## config.mk

```make
export PLATFORM = sky130hd
export DESIGN_NAME = glb_rdport_arb
export DESIGN_NICKNAME = d
export VERILOG_FILES = /design/src/rtl/glb_rdport_arb.sv
export SDC_FILE = /design/constraint.sdc
export NUM_CORES = 1
export LEC_CHECK = 0
export BUFFER_PORTS_ARGS = -buffer_cell sky130_fd_sc_hd__clkbuf_2
export CORE_AREA = 8 8 237 239
export DETAILED_ROUTE_END_ITERATION = 16
export DIE_AREA = 0 0 245 247
export GPL_ROUTABILITY_DRIVEN = 1
export GPL_TIMING_DRIVEN = 0
export PLACE_DENSITY_LB_ADDON = 0.15
export SLEW_MARGIN = 20
export SYNTH_ARGS = -nofsm -noshare
export SYNTH_HDL_FRONTEND = slang
export SYNTH_SLANG_ARGS = --single-unit
export TNS_END_PERCENT = 50
```

## constraint.sdc

```tcl
create_clock -name clk -period 2.7 [get_ports clk]
set_input_delay 0.135 -clock clk [delete_from_list [all_inputs] [get_ports clk]]
set_output_delay 0.135 -clock clk [all_outputs]
set_load 0.05 [all_outputs]
```

## src/rtl/glb_rdport_arb.sv

```systemverilog
// glb_rdport_arb
//   Shares one in-order GLB read port between NUM_REQ requester engines.
//   Address requests are arbitrated round-robin and passed straight through
//   to the GLB. The winner's ID is pushed into an in-order ID FIFO. Each
//   returning beat is steered back to the ID at the FIFO head. Both paths
//   are purely combinational, so no latency is added.
//
// Ports
//   clk            clock
//   rst_n          synchronous reset, ACTIVE-HIGH despite the name
//   ReqAddrVld     per-requester address valid
//   ReqAddr        per-requester address; slice i belongs to requester i
//   ReqAddrRdy     per-requester address accept (one-hot or zero)
//   ReqDat         read data, broadcast to all requesters
//   ReqDatVld      one-hot data valid, steered to the head ID
//   ReqDatRdy      per-requester data ready (only the head's bit matters)
//   RdPortAddr     address to the GLB read port
//   RdPortAddrVld  address valid to the GLB
//   RdPortAddrRdy  GLB address accept
//   RdPortDat      GLB read data
//   RdPortDatVld   GLB data valid
//   RdPortDatRdy   ready to the GLB
//   OutstdCnt      number of in-flight reads
//   OrphanErr      sticky flag: a beat arrived with nothing outstanding

module glb_rdport_arb #(
  parameter int NUM_REQ    = 4,
  parameter int ADDR_WIDTH = 16,
  parameter int DATA_WIDTH = 256,
  parameter int MAX_OUTSTD = 4
) (
  input  logic                          clk,
  input  logic                          rst_n,
  input  logic [NUM_REQ-1:0]            ReqAddrVld,
  input  logic [ADDR_WIDTH*NUM_REQ-1:0] ReqAddr,
  output logic [NUM_REQ-1:0]            ReqAddrRdy,
  output logic [DATA_WIDTH-1:0]         ReqDat,
  output logic [NUM_REQ-1:0]            ReqDatVld,
  input  logic [NUM_REQ-1:0]            ReqDatRdy,
  output logic [ADDR_WIDTH-1:0]         RdPortAddr,
  output logic                          RdPortAddrVld,
  input  logic                          RdPortAddrRdy,
  input  logic [DATA_WIDTH-1:0]         RdPortDat,
  input  logic                          RdPortDatVld,
  output logic                          RdPortDatRdy,
  output logic [$clog2(MAX_OUTSTD):0]   OutstdCnt,
  output logic                          OrphanErr
);

  localparam int ID_W    = $clog2(NUM_REQ);
  localparam int FIFO_AW = $clog2(MAX_OUTSTD);
  localparam int CNT_W   = FIFO_AW + 1;

  logic [ID_W-1:0]    ptr;
  logic [ID_W-1:0]    gnt;
  logic [ID_W-1:0]    scan_idx;
  logic               no_gnt;

  logic [ID_W-1:0]    id_mem [MAX_OUTSTD];
  logic [FIFO_AW-1:0] wr_ptr;
  logic [FIFO_AW-1:0] rd_ptr;
  logic [CNT_W-1:0]   cnt;
  logic [ID_W-1:0]    head;

  logic               full;
  logic               not_empty;
  logic               push;
  logic               pop;

  // Round-robin scan starting at ptr; first valid requester wins.
  always_comb begin
    gnt      = '0;
    no_gnt   = 1'b1;
    scan_idx = '0;
    for (int k = 0; k < NUM_REQ; k++) begin
      scan_idx = ID_W'((int'(ptr) + k) % NUM_REQ);
      if (no_gnt && ReqAddrVld[scan_idx]) begin
        gnt    = scan_idx;
        no_gnt = 1'b0;
      end
    end
  end

  assign full      = (cnt == CNT_W'(MAX_OUTSTD));
  assign not_empty = (cnt != '0);
  assign head      = id_mem[rd_ptr];

  // Full blocks issue for the whole cycle, even if a pop frees a slot in the
  // same cycle; this keeps the valid path free of a data-side dependency.
  assign RdPortAddrVld = !rst_n && !no_gnt && !full;
  assign RdPortAddr    = ReqAddr[gnt*ADDR_WIDTH +: ADDR_WIDTH];
  assign push          = RdPortAddrVld && RdPortAddrRdy;

  always_comb begin
    ReqAddrRdy = '0;
    if (push) ReqAddrRdy[gnt] = 1'b1;
  end

  // Only the head requester can stall the GLB; others' ready is ignored.
  assign ReqDat       = RdPortDat;
  assign RdPortDatRdy = !rst_n && not_empty && ReqDatRdy[head];
  assign pop          = RdPortDatVld && RdPortDatRdy;

  always_comb begin
    ReqDatVld = '0;
    if (!rst_n && RdPortDatVld && not_empty) ReqDatVld[head] = 1'b1;
  end

  assign OutstdCnt = cnt;

  always_ff @(posedge clk) begin
    if (push) id_mem[wr_ptr] <= gnt;
  end

  always_ff @(posedge clk) begin
    if (rst_n) begin
      ptr       <= '0;
      wr_ptr    <= '0;
      rd_ptr    <= '0;
      cnt       <= '0;
      OrphanErr <= 1'b0;
    end else begin
      if (push) begin
        wr_ptr <= wr_ptr + 1'b1;
        ptr    <= (gnt == ID_W'(NUM_REQ - 1)) ? '0 : gnt + 1'b1;
      end
      if (pop) rd_ptr <= rd_ptr + 1'b1;
      case ({push, pop})
        2'b10:   cnt <= cnt + 1'b1;
        2'b01:   cnt <= cnt - 1'b1;
        default: cnt <= cnt;
      endcase
      if (RdPortDatVld && !not_empty) OrphanErr <= 1'b1;
    end
  end

endmodule
```

### Word level (Yosys, flattened, before mapping)

Memory sizes are Yosys's and may differ from the RTL's. A register that Yosys moved wholly into a read port is not among the register bits.
Index checks and enable logic that the tools add are counted.

| storage, ports and cells | value |
|---|---|
| memory bits (writable) | 8 |
| memories | 1 |
| logic and storage cells | 77 |
| bits of input ports | 332 |
| register bits | 10 |
| output and inout port bits | 286 |

Memory list:

| name | depth | width | rd ports | clocked after Yosys merged registers in | write ports | line | text |
|---|---|---|---|---|---|---|---|
| id_mem | 4 | 2 | 1 | 1 | 1 | 59 | `logic [ID_W-1:0] id_mem [MAX_OUTSTD];` |

| cells by class | value |
|---|---|
| add/sub/neg operators | 8 |
| equality and inequality tests | 4 |
| $lt $le $gt $ge | 8 |
| muxes and demuxes | 30 |
| shifts and indexed selects | 1 |
| reductions and logical operators | 20 |

Operators by type and width:

| kind | count |
|---|---|
| $shiftx A64 B7 Y16 | 1 |
| $lt A2 B3 Y1 const B | 6 |
| $logic_and A1 B1 Y1 | 14 |
| $mux W2 | 7 |
| $mux W1 | 13 |
| $bmux W1 S2 | 5 |
| $add A2 B1 Y2 const B | 4 |
| $mux W4 | 2 |
| $pmux W3 S2 | 1 |
| $add A2 B2 Y2 const B | 2 |
| $demux W1 S2 | 2 |
| $eq A2 B2 Y1 const B | 2 |
| $ge A2 B1 Y1 const B | 2 |
| $logic_not A1 Y1 | 4 |
| $add A3 B1 Y3 const B | 1 |
| $eq A3 B3 Y1 const B | 1 |
| $reduce_bool A3 Y1 | 1 |
| $sub A3 B1 Y3 const B | 1 |
| $eq A2 B1 Y1 const B | 1 |
| $reduce_bool A2 Y1 | 1 |

### Longest topological paths before layout

Gate-level depths: netlist of run 1.

| depth | value |
|---|---|
| depth after elaboration | 15 |
| mapped depth | 10 |
| depth with buffers taken out | 10 |

### Worst setup path after synthesis of run 1

No wires, ideal clock.

| timing path | value |
|---|---|
| path kind | register -> output |
| start point | reg with a tool-made name |
| end point | out RdPortDatRdy |
| data arrival time | 3.826 ns |
| data required time | 2.565 ns |
| path buffers | 0 |
| stages on the path, launching flop included | 5 |
| setup slack | -1.261 ns |
| cells stage by stage | dfxtp_1 mux4_1 mux2i_1 and2b_2 a2111oi_0 |

RTL lines:

| element | line | text |
|---|---|---|
| end, declared | 45 | `output logic RdPortDatRdy,` |

==> results_dict.tcl, run 1 <==
set metrics [dict create \
    rows 84 \
    die_area_mm2 0.0605 \
    fin_crit_sh_pct 107 \
    failed_checks "negative setup slack" \
    outcome "finished with violations" \
    crit_start "id_mem[3][1]" \
    critical_path_arrival_ns 3.06 \
    die_w_um 245 \
    combPwrFrac_pct 70.3 \
    start_util_pct 6.74 \
    power.internal_w 0.00118 \
    area_growth_syn_to_layout_pct 82.4 \
    ys_seq_area_share_pct 13.6 \
    syn_inst 414 \
    grt_util_all_layers_pct 5.84 \
    min_period_ns 2.88 \
    ys_types 33 \
    leakagePower_nw 3.63 \
    drtAntennaViolNets 0 \
    vias 3742 \
    rsz0062_at_grt "yes" \
    path_max_fanout 2 \
    totalPowerFinal_w 0.00254 \
    drv_cap 0 \
    drt-pass1-iter-count 4 \
    cp-end-kind "register" \
    max_slew.worst_pin.slew_ns 0.969 \
    final-hold-violation-count 0 \
    synth_area_mm2 0.00352 \
    synth_enable_flop_cells 8 \
    overflow 0 \
    drive_above_1_share_pct 82.5 \
    io_pins 618 \
    yosys.area.top_type_share_pct 54.6 \
    die_height_um 247 \
    criticalPathCategory "reg2reg" \
    swShare_pct 53.7 \
    p_clk_share_pct 16.2 \
    cts_made_buffers 3 \
    synthTopCellsByCount "buf_4, mux2i_1, dfxtp_1" \
    fin_setup_tns_ns -0.207 \
    drc 0 \
    max_clock_freq_mhz 347 \
    slew_violations 0 \
    avgSynthCellArea_um2 8.51 \
    grt_max_degree 16 \
    synth-async-reset-ratio_pct 0 \
    clkLatencyLatePin_ns 0.25 \
    grt_pass1_vias 4310 \
    start_kind "register" \
    worstHoldPathType "in2reg" \
    antenna_found_initial 0 \
    timing.rr.start "id_mem[3][1]" \
    post_drt_via_cell_ratio 2.54 \
    yosysMostFrequentCell "buf_4" \
    path_clk_slew_ns 0.06 \
    place.gp.congestion 0.695 \
    syn_nets 756 \
    dp_hpwl_um 19200 \
    post_drt_wl_per_cell_um 13.8 \
    power.switching_w 0.00137 \
    fin_area_mm2 0.00642 \
    hold_start "RdPortDatVld" \
    cts_tree "done" \
    skew_ns 0.00332 \
    setup_viol 2 \
    fin_nets 1128 \
    vdd_ir_drop_max_mv 0.255 \
    fp.coreArea_mm2 0.0522 \
    cp.required_ns 2.88 \
    synth.ff_latch_count 20 \
    final.setup.worst_slack_ns -0.180 \
    cts.sinks 20 \
    cellPowerDensity_mw_per_mm2 396 \
    relSlewSlack_pct 34.8 \
    clockRootBuffer "clkbuf_16" \
    cts.path.max_buffers 2 \
    ys_warn_count 0 \
    yosysTopAreaCell "buf_4" \
    port_buffers 361 \
    synth_ff_type "dfxtp_1" \
    pwr-share-seq_pct 13.5 \
    yosys-top-cells-area "buf_4, mux2i_1, dfxtp_1" \
    grt_first_pass_wirelength_um 27400 \
    first_iter_violations 34 \
    num_antenna_cells 0 \
    holdWs_ns 0.160 \
    routed_wl_um 20300 \
    cts_max_level 1 \
    placed_area_mm2 0.00622 \
]
==> routing by layer <==
metal / vias up / wire length [µm] / track usage, %
li1: 1824 / - / -
met1: 1653 / 6360 / 5.44
met2: 255 / 11800 / 12.0
met3: 10 / 1940 / 2.26
met4: 0 / 175 / 0.806
met5: - / 0 / 0
==> sequential cells by signal, indices dropped and copies added, names as in the netlist, named ones only <==
| name | count |
|---|---|
| ptr | 2 |
| id_mem | 8 |
| OrphanErr | 1 |
| rd_ptr | 2 |
| OutstdCnt | 3 |
| wr_ptr | 2 |
==> per-stage QoR <==
step                      instances  worst slack (ns)  utilization (%)
after floorplan                 414            -0.129                -
after global placement         1463            -0.384             11.9
after detailed placement       1463            -0.381             11.9
after CTS                      1471            -0.231             12.2
after global routing           1473            -0.302             12.3
final                          1473            -0.180             12.3
==> power by group through the flow <==
| stage | Sequential, W | Clock [W] | Combinational (W) |
|---|---|---|---|
| after floorplan | 0.000363 | 0 | 0.00138 |
| after global routing | 0.000346 | 0.000438 | 0.00188 |
| final | 0.000344 | 0.000411 | 0.00179 |
| after CTS | 0.000344 | 0.000427 | 0.00182 |
| after detailed placement | 0.000351 | 0 | 0.00180 |
| after global placement | 0.000351 | 0 | 0.00181 |
==> critical path: stages (launching register included) <==
cell	delay [ns]
edfxtp_1	0.37
mux4_2	0.53
or4b_4	0.53
o22ai_4	0.26
ha_4	0.18
inv_2	0.03
fa_2	0.32
xor2_1	0.15
or3_1	0.30
a21oi_1	0.13
==> cells by family (layout without fill, tap and decap cells) <==
logic type	count (synthesis)	after routing	share of synthesized area (%)
and+or+nand+nor	38	38	6.07
DFF	20	20	13.6
adders and majority gates	10	10	3.77
muxes	53	53	15.9
xor gates and xnor gates	4	4	0.995
buffers and inverters	273	644	56.6
AOI/OAI and AO/OA	16	16	3.09
==> cells in the final DEF (no fill, tap or decap), drive strengths merged, types with 6 or more instances in the layout <==
cell type	instances
dfxtp	12
and3	8
buf	267
mux2i	51
nor2	10
ha	9
edfxtp	8
inv	9
nand2	6
a21oi	8
clkbuf	366
==> worst paths after layout <==
check | to | slack (ns) | depth (start not counted)
max | OutstdCnt[2] | -0.18 | 9
min | OrphanErr | 0.16 | 3
max reg2reg | OutstdCnt[2] | -0.18 | 9
min reg2reg | register | 0.46 | 1
==> layout make-up <==
| type | instances | area, µm² |
|---|---|---|
| Fill cell | 6086 | 45800 |
| Buffer | 263 | 1980 |
| Multi-Input combinational cell | 121 | 1090 |
| Clock inverter | 1 | 30.0 |
| Clock buffer | 3 | 75.1 |
| Timing Repair Buffer | 367 | 1860 |
| Sequential cell | 20 | 485 |
| Inverter | 10 | 41.3 |
| Tap cell | 688 | 861 |
==> repair_timing <==
action,4_1_cts,5_1_grt
hold buffers,0,0
buffers inserted,4,2
gates resized for setup,11,6
pin swaps,3,1
setup endpoints to repair,21,8
No activity file was read; power rests on OpenSTA's default activity.
==> run 2, diff against run 1 <==
--- a/config.mk
+++ b/config.mk
@@ -6,9 +6,11 @@
 export NUM_CORES = 1
 export LEC_CHECK = 0
 export BUFFER_PORTS_ARGS = -buffer_cell sky130_fd_sc_hd__clkbuf_2
-export CORE_AREA = 8 8 237 239
+export CELL_PAD_IN_SITES_DETAIL_PLACEMENT = 0
+export CELL_PAD_IN_SITES_GLOBAL_PLACEMENT = 2
+export CORE_AREA = 8 8 234 236
 export DETAILED_ROUTE_END_ITERATION = 16
-export DIE_AREA = 0 0 245 247
+export DIE_AREA = 0 0 242 244
 export GPL_ROUTABILITY_DRIVEN = 1
 export GPL_TIMING_DRIVEN = 0
 export PLACE_DENSITY_LB_ADDON = 0.15
==> run 2 against run 1 <==
  * The flow still finishes with violations (negative setup slack)
  * Global-route usage is 0.50 points higher
  * Hold slack better by 0.014 ns
  * Via count is 0.40% higher
  * Wire length is 2.9% higher
  * First-iteration DRC count is 15% higher
  * Utilization is 0.28 points higher
  * Sequential power hardly changed
  * Count of clock-buffer cells in the layout stayed put
  * Design area is 0.37% lower
  * Critical path depth stayed put
  * Largest power group unchanged
==> results_dict.tcl, run 2 (synthesis results as in run 1) <==
set metrics [dict create \
    skew_ns 0.00555 \
    routed_wl_um 20900 \
    cts_max_level 1 \
    swShare_pct 53.5 \
    place.gp.congestion 0.690 \
    power.switching_w 0.00135 \
    drc 0 \
    clockRootBuffer "clkbuf_16" \
    rows 83 \
    totalPowerFinal_w 0.00252 \
    slew_violations 0 \
    port_buffers 361 \
    die_w_um 242 \
    path_cells "mux4_2 -> or4b_4 -> o22ai_4 -> ha_4 -> inv_2 -> fa_2 -> xor2_1 -> or3_1 -> a21oi_1" \
    grt_max_degree 16 \
    min_period_ns 2.79 \
    wl_met3_um 1970 \
    drive_above_1_share_pct 82.6 \
    dp_hpwl_um 19600 \
    multiInputGateArea_mm2 0.00110 \
    cts_made_buffers 3 \
    p_clk_share_pct 15.9 \
    rsz0062_at_grt "yes" \
    area_growth_syn_to_layout_pct 81.7 \
    die_area_mm2 0.0590 \
    placed_area_mm2 0.00621 \
    grt_pass1_vias 4343 \
    final.setup.worst_slack_ns -0.0868 \
    post_drt_wl_per_cell_um 14.3 \
    num_antenna_cells 0 \
    cellPowerDensity_mw_per_mm2 394 \
    cts.sinks 20 \
    path_max_fanout 3 \
    die_height_um 244 \
    dp_cells 1455 \
    vdd_ir_drop_max_mv 0.204 \
    first_iter_violations 39 \
    cp-end-kind "register" \
    max_clock_freq_mhz 359 \
    drt-pass1-iter-count 4 \
    largest_reg_flops 8 \
    fin_setup_tns_ns -0.0868 \
    antenna_found_initial 0 \
    cpMaxStageDelayCell "or4b_4" \
    power.internal_w 0.00117 \
    criticalPathCategory "reg2reg" \
    pwr-share-seq_pct 13.6 \
    combPwrFrac_pct 70.4 \
    grt_util_all_layers_pct 6.34 \
    setup_viol 1 \
    wl_met1_um 6580 \
    vias 3757 \
    dr_wl_met2_um 12300 \
    path_buf_inv 1 \
    grt_first_pass_wirelength_um 28700 \
    failed_checks "negative setup slack" \
    outcome "finished with violations" \
    crit_family "simple AND/OR/NAND/NOR gates" \
    cp.required_ns 2.88 \
    top_layer_used "met4" \
    critical_path_arrival_ns 2.96 \
    slowest_delay_ns 0.52 \
    top_register "id_mem" \
    drv_cap 0 \
    instances_no_fill 1463 \
    final_util_pct 12.6 \
    start_util_pct 6.92 \
    seqCellArea_um2 485 \
    max_slew.worst_pin.slew_ns 0.794 \
    fp.coreArea_mm2 0.0509 \
    io_pins 618 \
    fin_area_mm2 0.00640 \
    layout_commonest_cell "clkbuf_2" \
    relSlewSlack_pct 46.6 \
    nFillCells 5983 \
    overflow 0 \
    clkLatencyLatePin_ns 0.25 \
    cts.path.max_buffers 2 \
    fin_crit_sh_pct 103 \
    final-hold-violation-count 0 \
    path_clk_slew_ns 0.06 \
    drtAntennaViolNets 0 \
    worstHoldPathType "in2reg" \
    cts_tree "done" \
    fin_nets 1126 \
    leakagePower_nw 3.63 \
    post_drt_via_cell_ratio 2.57 \
    final_cell_mix "clkbuf_2, buf_4, mux2i_1" \
    start_kind "register" \
]
run 2: changes by cell type in the layout (fill, tap and decap cells not counted), sizes merged:
cell and delta:
clkinvlp -1, buf -2, inv +1
run 2: per-stage QoR:
stage / hold WS [ns] / setup WS (ns)
after floorplan: 0.276 / -0.129
after global placement: 0.438 / -0.349
after detailed placement: 0.449 / -0.363
after CTS: 0.190 / -0.129
after global routing: 0.199 / -0.202
final: 0.174 / -0.0868
run 2: cell type report:
type                       instances  share of cell area, %
timing repair buffer             365                   28.7
sequential                        20                   7.59
buffer                           263                   31.0
tap                              680                   13.3
clock buffer                       3                   1.17
inverter                          10                  0.587
clock inverter                     1                  0.469
multi-input combinational        121                   17.2
run 2: worst reg2reg max path, delay by kind of cell, from the launching register on:
kind            cells  cell delay (ns)
simple gates        2             0.83
mux                 1             0.51
fa+ha+maj           2             0.50
compound gates      2             0.36
flops               1             0.35
xor+xnor            1             0.15
buf+inv             1             0.03
run 2: path summary, 6_finish.rpt:
kind                 from            to  slack, ns  depth (start not counted)
max              register  OutstdCnt[2]      -0.09                          9
max reg2reg      register  OutstdCnt[2]      -0.09                          9
min reg2reg     rd_ptr[1]      register       0.46                          1
min          RdPortDatVld     OrphanErr       0.17                          3
run 2: power groups by stage:
stage | Clock, W | Combinational [W] | Sequential (W)
2_1_floorplan | 0 | 0.00138 | 0.000363
5_1_grt | 0.000429 | 0.00187 | 0.000346
3_5_place_dp | 0 | 0.00180 | 0.000350
6_report | 0.000402 | 0.00178 | 0.000343
3_3_place_gp | 0 | 0.00181 | 0.000351
4_1_cts | 0.000415 | 0.00182 | 0.000344
run 2: what timing repair did:
action,CTS,global route
setup buffers,3,1
endpoints found under the setup margin,23,6
hold buffers,0,0
gates cloned,0,0
pin swaps,3,0
resized for setup,13,1
run 2: routing by layer:
layer	up-vias	global-route usage [%]
met4	0	0.639
met5	-	0
met2	264	13.4
li1	1823	-
met3	2	2.70
met1	1668	5.60
==> run 3, diff against run 2 <==
==> constraint.sdc (replaced) <==
create_clock -name clk -period 2.7 [get_ports clk]
set_input_delay 0.27 -clock clk [delete_from_list [all_inputs] [get_ports clk]]
set_output_delay 0.27 -clock clk [all_outputs]
set_load 0.05 [all_outputs]
==> run 3 against run 2 <==
  * The flow still finishes with violations (negative setup slack)
  * Power down 3.4%
  * Critical endpoint unchanged
  * Setup slack worse by 0.010 ns
  * Sequential share of layout area about the same
  * Sequential power is essentially flat
  * Largest power group unchanged
  * First-iteration DRC count shrank 21%
  * Cell count up 0.21%
  * Wire length up 1.1%
  * Hold slack better by 0.13 ns
==> results_dict.tcl, run 3 (synthesis results as in run 1) <==
set metrics [dict create \
    outcome "finished with violations" \
    failed_checks "negative setup slack" \
    num_antenna_cells 0 \
    cellPowerDensity_mw_per_mm2 381 \
    area_growth_syn_to_layout_pct 82.0 \
    cts.sinks 20 \
    max_slew.worst_pin.slew_ns 0.812 \
    vdd_ir_drop_max_mv 0.171 \
    pwr-share-seq_pct 14.1 \
    combPwrFrac_pct 73.4 \
    place.gp.congestion 0.701 \
    fin_nets 1129 \
    skew_ns 0.00561 \
    critical_path_arrival_ns 2.98 \
    routed_wl_um 21100 \
    criticalPathCategory "reg2reg" \
    drtAntennaViolNets 0 \
    clkLatencyLatePin_ns 0.25 \
    rows 83 \
    path_cells "mux4_2 -> or4b_4 -> o22ai_4 -> ha_4 -> inv_2 -> fa_2 -> xor2_1 -> or3_1 -> a21oi_1" \
    cts_made_buffers 3 \
    final_cell_mix "clkbuf_2, buf_4, mux2i_1" \
    cpMaxStageDelayCell "mux4_2" \
    relSlewSlack_pct 45.4 \
    start_util_pct 6.92 \
    port_buffers 361 \
    p_clk_share_pct 12.6 \
    die_w_um 242 \
    worstHoldPathType "in2reg" \
    cts_max_level 1 \
    max_clock_freq_mhz 358 \
    grt_util_all_layers_pct 6.44 \
    drt-pass1-iter-count 4 \
    instances_no_fill 1466 \
    cts.path.max_buffers 2 \
    layout_commonest_cell "clkbuf_2" \
    setup_viol 1 \
    slew_violations 0 \
    grt_max_degree 16 \
    crit_family "simple AND/OR/NAND/NOR gates" \
    drc 0 \
    final_util_pct 12.6 \
    slowest_delay_ns 0.52 \
    fp.coreArea_mm2 0.0509 \
    final.setup.worst_slack_ns -0.0972 \
    leakagePower_nw 3.63 \
    post_drt_wl_per_cell_um 14.4 \
    power.internal_w 0.00108 \
    fin_area_mm2 0.00641 \
    die_height_um 244 \
    cp.required_ns 2.88 \
    power.switching_w 0.00136 \
    antenna_found_initial 0 \
    path_clk_slew_ns 0.06 \
    post_drt_via_cell_ratio 2.59 \
    cts_tree "done" \
    min_period_ns 2.80 \
    final-hold-violation-count 0 \
    holdWs_ns 0.303 \
    vias 3795 \
    die_area_mm2 0.0590 \
    largest_reg_flops 8 \
    grt_pass1_vias 4387 \
    drive_above_1_share_pct 82.6 \
    r2r_slack_ns -0.1 \
    drv_cap 0 \
    swShare_pct 55.6 \
    path_buf_inv 1 \
    clockRootBuffer "clkbuf_16" \
    dp_cells 1455 \
    place_ws_ns -0.486 \
    overflow 0 \
    first_iter_violations 31 \
    io_pins 618 \
    dp_hpwl_um 19800 \
    placed_area_mm2 0.00621 \
    top_register "id_mem" \
    cp-end-kind "register" \
    fin_crit_sh_pct 104 \
    rsz0062_at_grt "yes" \
    start_kind "register" \
    path_max_fanout 2 \
    grt_first_pass_wirelength_um 29100 \
]
run 3: cell types whose count changed in the layout (fill, tap and decap cells not counted):
cell and delta:
clkinv_1 +1, clkbuf_2 -2, clkbuf_4 +3, clkinvlp_4 +1
clkbuf_8 -1, bufinv_16 -1, or4bb_4 -1, buf_6 -1
buf_8 +2, inv_1 -1, buf_2 -1, buf_4 +3
or4bb_1 +1
run 3: metal layers:
layer	global-route usage [%]	vias to the layer above	wire [µm]
met2	13.8	264	12700
met5	0	-	0
met3	2.65	5	1960
met4	0.692	0	84
li1	-	1830	-
met1	5.54	1696	6380
run 3: worst paths after layout:
check,startpoint,to,depth (start not counted)
min,RdPortDatVld,OrphanErr,3
max,register,OutstdCnt[2],9
min reg2reg,rd_ptr[1],register,1
max reg2reg,register,OutstdCnt[2],9
run 3: power groups by stage:
stage / combinational, W / clock [W] / sequential, W
5_1_grt: 0.00188 / 0.000337 / 0.000345
4_1_cts: 0.00183 / 0.000323 / 0.000344
6_report: 0.00179 / 0.000307 / 0.000343
3_3_place_gp: 0.00181 / 0 / 0.000351
2_1_floorplan: 0.00138 / 0 / 0.000363
3_5_place_dp: 0.00180 / 0 / 0.000350
run 3: timing repair:
action / 4_1_cts / 5_1_grt
hold buffers: 0 / 0
setup buffers: 5 / 2
pin swaps: 3 / 1
setup endpoints to repair: 24 / 12
resized for setup: 15 / 3
run 3: worst reg2reg max path, delay by kind of cell, from the launching register on:
family	cells	cell delay [ns]
adder cells (fa/ha/maj)	2	0.50
AO/OA/AOI/OAI	2	0.36
multiplexers	1	0.52
AND/OR/NAND/NOR	2	0.82
flip-flops	1	0.34
XOR/XNOR	1	0.15
buffers and inverters	1	0.04
run 3: cell type report:
class                      count  area [µm²]
multi-input combinational    121        1100
inverter                      10        41.3
buffer                       263        1990
sequential                    20         485
clock inverter                 1        3.75
timing repair buffer         368        1870
fill                        5991       44500
tap                          680         851
clock buffer                   3        75.1
run 3: metrics by stage:
| step | power [W] | TNS (ns) |
|---|---|---|
| after floorplan | 0.00174 | -0.187 |
| after global placement | 0.00216 | -2.55 |
| after detailed placement | 0.00215 | -3.13 |
| after CTS | 0.00249 | -0.105 |
| after global routing | 0.00257 | -0.360 |
| final | 0.00244 | -0.0972 |
